### src/rtl/gpio_in_cond.sv
// rtl/gpio_in_cond.sv - GPIO pad input conditioning: sync, optional debounce, edge IRQ, WB regs
// Define GPIO_IN_DEBOUNCE_EN to add the per-pin debounce counters.
module gpio_in_cond #(
  parameter int NO_OF_GPIO_PINS = 24,
  parameter int DB_CYCLES       = 16
) (
  input  logic                       wb_clk_i,
  input  logic                       wb_rst_i,
  input  logic [NO_OF_GPIO_PINS-1:0] pad_gpio_i,
  output logic [NO_OF_GPIO_PINS-1:0] gpio_o,
  input  logic                       wb_cyc_i,
  input  logic                       wb_stb_i,
  input  logic                       wb_we_i,
  input  logic [3:0]                 wb_adr_i,
  input  logic [3:0]                 wb_sel_i,
  input  logic [31:0]                wb_dat_i,
  output logic [31:0]                wb_dat_o,
  output logic                       wb_ack_o,
  output logic                       irq_o
);

  localparam int N    = NO_OF_GPIO_PINS;
  localparam int DB_W = $clog2(DB_CYCLES) + 1;

  logic [N-1:0] s1, s2, stable, stable_d;
  logic [N-1:0] rise_en, fall_en, pending;
  logic [N-1:0] lane_mask, wr_data, w1c, rise, fall;
  logic [1:0]   reg_sel;
  logic         wb_wr;
  logic [31:0]  rdata;

  always_ff @(posedge wb_clk_i) begin
    if (wb_rst_i) begin
      s1 <= '0;
      s2 <= '0;
    end else begin
      s1 <= pad_gpio_i;
      s2 <= s1;
    end
  end

`ifdef GPIO_IN_DEBOUNCE_EN
  logic [DB_W-1:0] cnt [N];

  // A change is accepted only after DB_CYCLES consecutive samples differ from stable.
  always_ff @(posedge wb_clk_i) begin
    if (wb_rst_i) begin
      stable <= '0;
      for (int i = 0; i < N; i++) cnt[i] <= '0;
    end else begin
      for (int i = 0; i < N; i++) begin
        if (s2[i] == stable[i]) begin
          cnt[i] <= '0;
        end else if (cnt[i] == DB_W'(DB_CYCLES - 1)) begin
          stable[i] <= s2[i];
          cnt[i]    <= '0;
        end else begin
          cnt[i] <= cnt[i] + DB_W'(1);
        end
      end
    end
  end
`else
  localparam int unused_db_w = DB_W;

  always_ff @(posedge wb_clk_i) begin
    if (wb_rst_i) stable <= '0;
    else          stable <= s2;
  end
`endif

  assign gpio_o   = stable;
  assign rise     = stable & ~stable_d;
  assign fall     = ~stable & stable_d;
  assign irq_o    = |pending;
  assign wb_ack_o = wb_cyc_i & wb_stb_i;
  assign wb_wr    = wb_cyc_i & wb_stb_i & wb_we_i;
  assign reg_sel  = wb_adr_i[3:2];
  assign wr_data  = wb_dat_i[N-1:0];

  always_comb begin
    lane_mask = '0;
    for (int i = 0; i < N; i++) lane_mask[i] = wb_sel_i[i/8];
  end

  assign w1c = (wb_wr && reg_sel == 2'd2) ? (wr_data & lane_mask) : '0;

  // Set terms are OR'd after the clear so a same-cycle edge wins over W1C.
  always_ff @(posedge wb_clk_i) begin
    if (wb_rst_i) begin
      stable_d <= '0;
      rise_en  <= '0;
      fall_en  <= '0;
      pending  <= '0;
    end else begin
      stable_d <= stable;
      pending  <= (pending & ~w1c) | (rise & rise_en) | (fall & fall_en);
      if (wb_wr && reg_sel == 2'd0) rise_en <= (rise_en & ~lane_mask) | (wr_data & lane_mask);
      if (wb_wr && reg_sel == 2'd1) fall_en <= (fall_en & ~lane_mask) | (wr_data & lane_mask);
    end
  end

  always_comb begin
    rdata = '0;
    case (reg_sel)
      2'd0:    rdata[N-1:0] = rise_en;
      2'd1:    rdata[N-1:0] = fall_en;
      2'd2:    rdata[N-1:0] = pending;
      default: rdata[N-1:0] = stable;
    endcase
  end

  assign wb_dat_o = rdata;

  logic unused_bits;
  assign unused_bits = &{1'b0, wb_adr_i[1:0], wb_dat_i, wb_sel_i};

endmodule

### config.mk
export PLATFORM = sky130hd
export DESIGN_NAME = gpio_in_cond
export DESIGN_NICKNAME = d
export VERILOG_FILES = /design/src/rtl/gpio_in_cond.sv
export SDC_FILE = /design/constraint.sdc
export NUM_CORES = 1
export LEC_CHECK = 0
export ABC_AREA = 1
export BUFFER_PORTS_ARGS = -buffer_cell sky130_fd_sc_hd__buf_2
export CORE_ASPECT_RATIO = 0.9
export CORE_MARGIN = 4
export CORE_UTILIZATION = 45
export DETAILED_ROUTE_END_ITERATION = 12
export GPL_ROUTABILITY_DRIVEN = 0
export PLACE_DENSITY = 0.67
export SYNTH_ARGS = -nofsm -noshare
export SYNTH_HDL_FRONTEND = slang
export SYNTH_SLANG_ARGS = --single-unit
### constraint.sdc
create_clock -name wb_clk_i -period 2.2 [get_ports wb_clk_i]
set_input_delay 0.33 -clock wb_clk_i [delete_from_list [all_inputs] [get_ports wb_clk_i]]
set_output_delay 0.33 -clock wb_clk_i [all_outputs]
set_load 0.02 [all_outputs]
==> metrics.md, run 1 <==
| Metric | Value |
|---|---|
| Worst R2R Path Depth | 4 |
| Fmax | 523 MHz |
| CTS tree | built |
| Synth cell types | 20 |
| Area occupied by multi-input gates | 0.00273 mm² |
| Num CTS Buffers | 17 |
| CP max-delay cell | dfxtp_1 |
| Critical R2R Capture | pending[22] |
| Seq. cell area | 0.00336 mm² |
| Clk pin slew, worst setup/hold paths | 60 ps |
| Hold worst-path end | s1[2] |
| Cell count after synthesis | 1,050 |
| Remaining antenna violation count after routing | 0 |
| GRT Overall Usage | 18.5% |
| Nets | 1,209 |
| Worst hold start | pad_gpio_i[2] |
| Io pins | 127 |
| Core region area | 0.0154 mm² |
| Layout cells sized above 1 | 14.5% |
| Longest Clk Path Bufs | 2 |
| Chip Height | 127 µm |
| Max_cap viols | 0 |
| Vias per cell | 4.63 |
| Die X | 140 µm |
| First-pass iteration count of the detailed router | 4 |
| Die ar. | 0.0178 mm² |
| Crit share post-route | 86.9% |
| TNS Setup | 0 ps |
| Fin. max-slew vios | 0 |
| Final Hold Vio Count | 0 |
| Synth top area share | 47.5% |
| Hold depth | 3 |
| Crit path top cell by count | nor2_1 |
| Leak Pwr | 0.00411 µW |
| Final cell count without fillers | 1,355 |
| Synth area leader | dfxtp_1 |
| Worst setup SP type | flip-flop |
| Avg WL per Cell | 12.0 µm |
| Slew HR | 66.4% |
| GRT overflow | 0 |
| Dominant cells by area after synthesis | dfxtp_1 (47%), nand2_1 (16%), inv_1 (10%) |
| Syn Area/Cell | 6.75 µm² |
| Critical Path RT | 1870 ps |
| Setup Buffers After CTS | 0 |
| Vias in the first global route | 5,428 |
| Critical path capture point type | primary output |
| Mapped cell area | 0.00708 mm² |
| Remaining DRCs | 0 |
| Final wirelength | 16,200 µm |
| First-pass GRT wire length | 26,600 µm |
| Root Buffer | clkbuf_16 |
| Starting DRT DRC Count | 346 |
| # fillers | 1,535 |
| Worst slew pin tran | 503 ps |
| Initial Util | 45.9% |
| Worst-skew pair later-pin latency | 430 ps |
| Hold buffer count at cts | 0 |
| Slowest stage delay, CP | 320 ps |
| CTS H-tree lvls | 4 |
| Ant. Diodes | 0 |
| Clock sinks | 168 |
| #FFs+latches synth | 168 |
| Outcome | complete, no violations |
| Worst-path fanout max | 3 |
| Category of the most critical setup path | reg -> out |
| Largest net degree at the start of global routing | 53 |
| Period minus WS final | 1910 ps |
| Ys Warns | 0 |
| Initial antenna violation count | 0 |
| Hold Crit Class | in -> reg |
| Worst path arrival time | 1580 ps |
| # setup viols final | 0 |
| Post-CTS sizing | 0 |
| Dpl cells | 1,323 |
| Peak supply drop | 0.616 mV |
| DP Wirelength | 10,900 µm |
| Port bufs | 107 |
| RSZ-0062 raised after global routing | false |
| Pwr Density | 775 mW/mm² |
| Placement row count | 43 |
| Via count | 6,280 |
| Sequential area share after synthesis | 47.5% |
| Flop2flop setup slack | 1370 ps |
| CP Cell Sequence | nor2_1, nand2_1, nor2_1, nand4_1, buf_2 |
| Clk_skew | 7.89 ps |
| Tot Pwr | 6490 µW |
| P&R area growth vs syn | 18.2% |
## logic make-up (layout without fill, tap and decap cells)
logic type / Yosys count / in the layout / synth area share (%)
DFF: 168 / 168 / 47.5
AOI/OAI and AO/OA: 56 / 56 / 4.38
other: 1 / 8 / 0.0529
and+or+nand+nor: 568 / 568 / 33.5
buffers and inverters: 257 / 353 / 14.6
## per-layer routing
layer	global-route usage, %	vias to the layer above	part of all wire [%]
met5	0	-	0
met4	4.62	0	1.2
met3	5.95	16	7.4
met2	28.4	154	44
met1	25.3	2778	47
li1	-	3332	-
## power by group
| part | internal (µW) | switching, µW | total, µW |
|---|---|---|---|
| registers | 3130 | 43.7 | 3170 |
| clock network | 1550 | 1240 | 2790 |
| logic | 170 | 354 | 525 |
| total | 4850 | 1640 | 6490 |
## Yosys cell counts (all sizes together)
library cell / number
a21oi: 24
buf: 39
clkbuf: 21
conb: 1
dfxtp: 168
inv: 197
nand2: 311
nand3: 30
nand4: 65
nor2: 161
nor3: 1
o2111ai: 8
o21ai: 24
## worst max path at each step
stage / start / to / slack [ps] / cells past startpoint
2_1_floorplan: wb_adr_i[3] / wb_dat_o[12] / 710 / 5
3_5_place_dp: wb_adr_i[3] / wb_dat_o[5] / 460 / 7
6_report: pending[10] / irq_o / 290 / 5
3_3_place_gp: wb_adr_i[3] / wb_dat_o[5] / 460 / 7
5_1_grt: pending[10] / irq_o / 160 / 5
4_1_cts: pending[10] / irq_o / 260 / 5
## placed cells by master, fill, tap and decap left out, types with 5 or more instances in the layout
cell type	netlist	layout
inv_1	194	194
nand2_1	310	310
o21ai_0	24	24
buf_12	0	5
buf_2	24	106
a21oi_1	24	24
nor2_1	158	157
conb_1	1	8
buf_4	10	13
nand3_1	26	26
dfxtp_1	168	168
clkbuf_16	0	17
o2111ai_1	8	8
nand4_1	65	65
## final cells by class
| cell class | count | area share (%) |
|---|---|---|
| sequential | 168 | 40.2 |
| multi-input combinational | 632 | 32.6 |
| inverter | 197 | 8.83 |
| timing repair buffer | 124 | 8.70 |
| clock buffer | 21 | 5.62 |
| tap | 202 | 3.02 |
| clock inverter | 11 | 1.08 |
## through the flow
| step | area [µm²] | setup slack [ps] | hold WS, ps | utilization (%) |
|---|---|---|---|---|
| 3_3_place_gp | 7810 | 458 | 388 | 50.6 |
| 5_1_grt | 8370 | 155 | 79.0 | 54.2 |
| 2_1_floorplan | 7110 | 714 | 388 | - |
| 6_report | 8370 | 288 | 97.3 | 54.2 |
| 4_1_cts | 8370 | 262 | 81.0 | 54.2 |
| 3_5_place_dp | 7810 | 458 | 393 | 50.6 |
## critical path: cells and delay by family (launching register included)
family	cells	cell delay (ps)
flip-flops	1	320
AND/OR/NAND/NOR	4	660
buffers and inverters	1	180
(Power assumes the default switching activity.)
==> run 2, diff against run 1 <==
--- a/config.mk
+++ b/config.mk
@@ -13,6 +13,7 @@
 export DETAILED_ROUTE_END_ITERATION = 12
 export GPL_ROUTABILITY_DRIVEN = 0
 export PLACE_DENSITY = 0.67
+export REMOVE_ABC_BUFFERS = 1
 export SYNTH_ARGS = -nofsm -noshare
 export SYNTH_HDL_FRONTEND = slang
 export SYNTH_SLANG_ARGS = --single-unit
==> run 2 against run 1 <==
Highest routed layer unchanged. First-iteration DRC count rose by 45%. Critical path depth did not move. Setup slack improved by 100 ps. Wire length barely moved. Largest power group unchanged. Die area did not move. Combinational power barely moved. Cell count fell by 0.37%. Via count fell by 0.56%.
==> metrics.md, run 2 (synthesis gave the netlist of run 1 again) <==
| Metric | Value |
|---|---|
| Outcome | complete, no violations |
| RSZ-0062 raised after global routing | false |
| Commonest non-fill, non-tap cell in the layout | nand2_1 |
| Nets | 1,205 |
| Vias per cell | 4.63 |
| CTS tree | built |
| Die ar. | 0.0178 mm² |
| Critical path capture point type | primary output |
| Fmax | 552 MHz |
| Remaining antenna violation count after routing | 0 |
| Setup Slack @ Placement | 430 ps |
| CTS H-tree lvls | 4 |
| Die X | 140 µm |
| Uppermost routed layer | met4 |
| Placement row count | 43 |
| Post-CTS sizing | 0 |
| Core region area | 0.0154 mm² |
| Setup Buffers After CTS | 0 |
| Pwr Density | 791 mW/mm² |
| Longest Clk Path Bufs | 2 |
| Leak Pwr | 0.00410 µW |
| Hold buffer count at cts | 0 |
| Crit share post-route | 82.3% |
| DP Wirelength | 10,400 µm |
| Largest net degree at the start of global routing | 74 |
| Clk pin slew, worst setup/hold paths | 70 ps |
| Fin. max-slew vios | 0 |
| Worst slew pin tran | 561 ps |
| Via count | 6,245 |
| Layout cells sized above 1 | 14.1% |
| # setup viols final | 0 |
| Remaining DRCs | 0 |
| CP Cell Sequence | nor2_1, nand2_1, nor3_1, nand4_1, buf_2 |
| Met2 wire length | 7030 µm |
| PnR worst setup slack | 389 ps |
| Final wirelength | 16,200 µm |
| Crit path buf inv count | 1 |
| First-pass GRT wire length | 26,800 µm |
| Avg WL per Cell | 12.0 µm |
| Clock sinks | 168 |
| Cell family with most CP delay | simple AND/OR/NAND/NOR gates |
| Category of the most critical setup path | reg -> out |
| Root Buffer | clkbuf_16 |
| CP max-delay cell | dfxtp_1 |
| M1 WL | 7690 µm |
| Period minus WS final | 1810 ps |
| WL met3 | 1280 µm |
| Dpl cells | 1,319 |
| Slew HR | 62.5% |
| Clk_skew | 6.79 ps |
| Io pins | 127 |
| Commonest cells after routing, fill and taps aside | nand2_1 (310), inv_1 (194), dfxtp_1 (168) |
| Vias in the first global route | 5,612 |
| Port bufs | 107 |
| Critical Path RT | 1870 ps |
| P&R area growth vs syn | 18.3% |
| Max_cap viols | 0 |
| Initial antenna violation count | 0 |
| Starting DRT DRC Count | 502 |
| Worst-skew pair later-pin latency | 430 ps |
| Worst setup SP type | flip-flop |
| Worst path arrival time | 1480 ps |
| First-pass iteration count of the detailed router | 5 |
| Num CTS Buffers | 17 |
| Worst-path fanout max | 3 |
| Ant. Diodes | 0 |
| Final cell count without fillers | 1,350 |
| Hold Crit Class | in -> reg |
| GRT overflow | 0 |
| Initial Util | 45.9% |
| Peak supply drop | 0.619 mV |
| GRT Overall Usage | 18.5% |
| Chip Height | 127 µm |
| Final Hold Vio Count | 0 |
| Slowest stage delay, CP | 320 ps |
-- run 2: cell types whose count changed in the layout (fill, tap and decap cells not counted), sizes merged --
cell	previous run	this run
bufinv	0	2
clkinvlp	4	5
clkbuf	21	20
inv	200	197
buf	124	120
-- run 2: worst paths after layout --
| path | start | cells past startpoint | endpoint | slack (ps) |
|---|---|---|---|---|
| max | pending[16] | 5 | irq_o | 390 |
| max reg2reg | flip-flop | 4 | pending[22] | 1350 |
| min | pad_gpio_i[10] | 3 | s1[10] | 100 |
| min reg2reg | s1[4] | 2 | s2[4] | 400 |
-- run 2: cell type report --
type | instances | area (µm²)
clock buffers | 20 | 457
well taps | 202 | 253
repair buffers | 120 | 714
inverters | 197 | 739
fillers | 1491 | 7060
multi-input cells | 632 | 2730
flip-flops and latches | 168 | 3360
clock inverters | 11 | 125
-- run 2: per-layer routing --
| metal | track usage [%] | up-vias |
|---|---|---|
| li1 | - | 3318 |
| met1 | 25.0 | 2735 |
| met5 | 0 | - |
| met3 | 5.73 | 18 |
| met2 | 28.9 | 174 |
| met4 | 5.41 | 0 |
-- run 2: report_power, final --
part	switching, µW	internal [µW]
registers	43.1	3130
logic	354	169
clock network	1210	1720
total	1600	5020
-- run 2: worst min-delay path, stage by stage --
cell and delay [ps]:
buf_2 70, inv_1 30, nor2_1 60
-- run 2: metrics by stage --
step | instance area, µm² | power (µW) | hold slack [ps] | TNS [ps] | util, %
5_1_grt | 8380 | 6920 | 88.9 | 0 | 54.3
6_report | 8380 | 6630 | 100 | 0 | 54.3
3_3_place_gp | 7800 | 3760 | 388 | 0 | 50.5
3_5_place_dp | 7800 | 3770 | 392 | 0 | 50.5
4_1_cts | 8380 | 6700 | 88.0 | 0 | 54.3
2_1_floorplan | 6820 | 3490 | 388 | -27740 | -
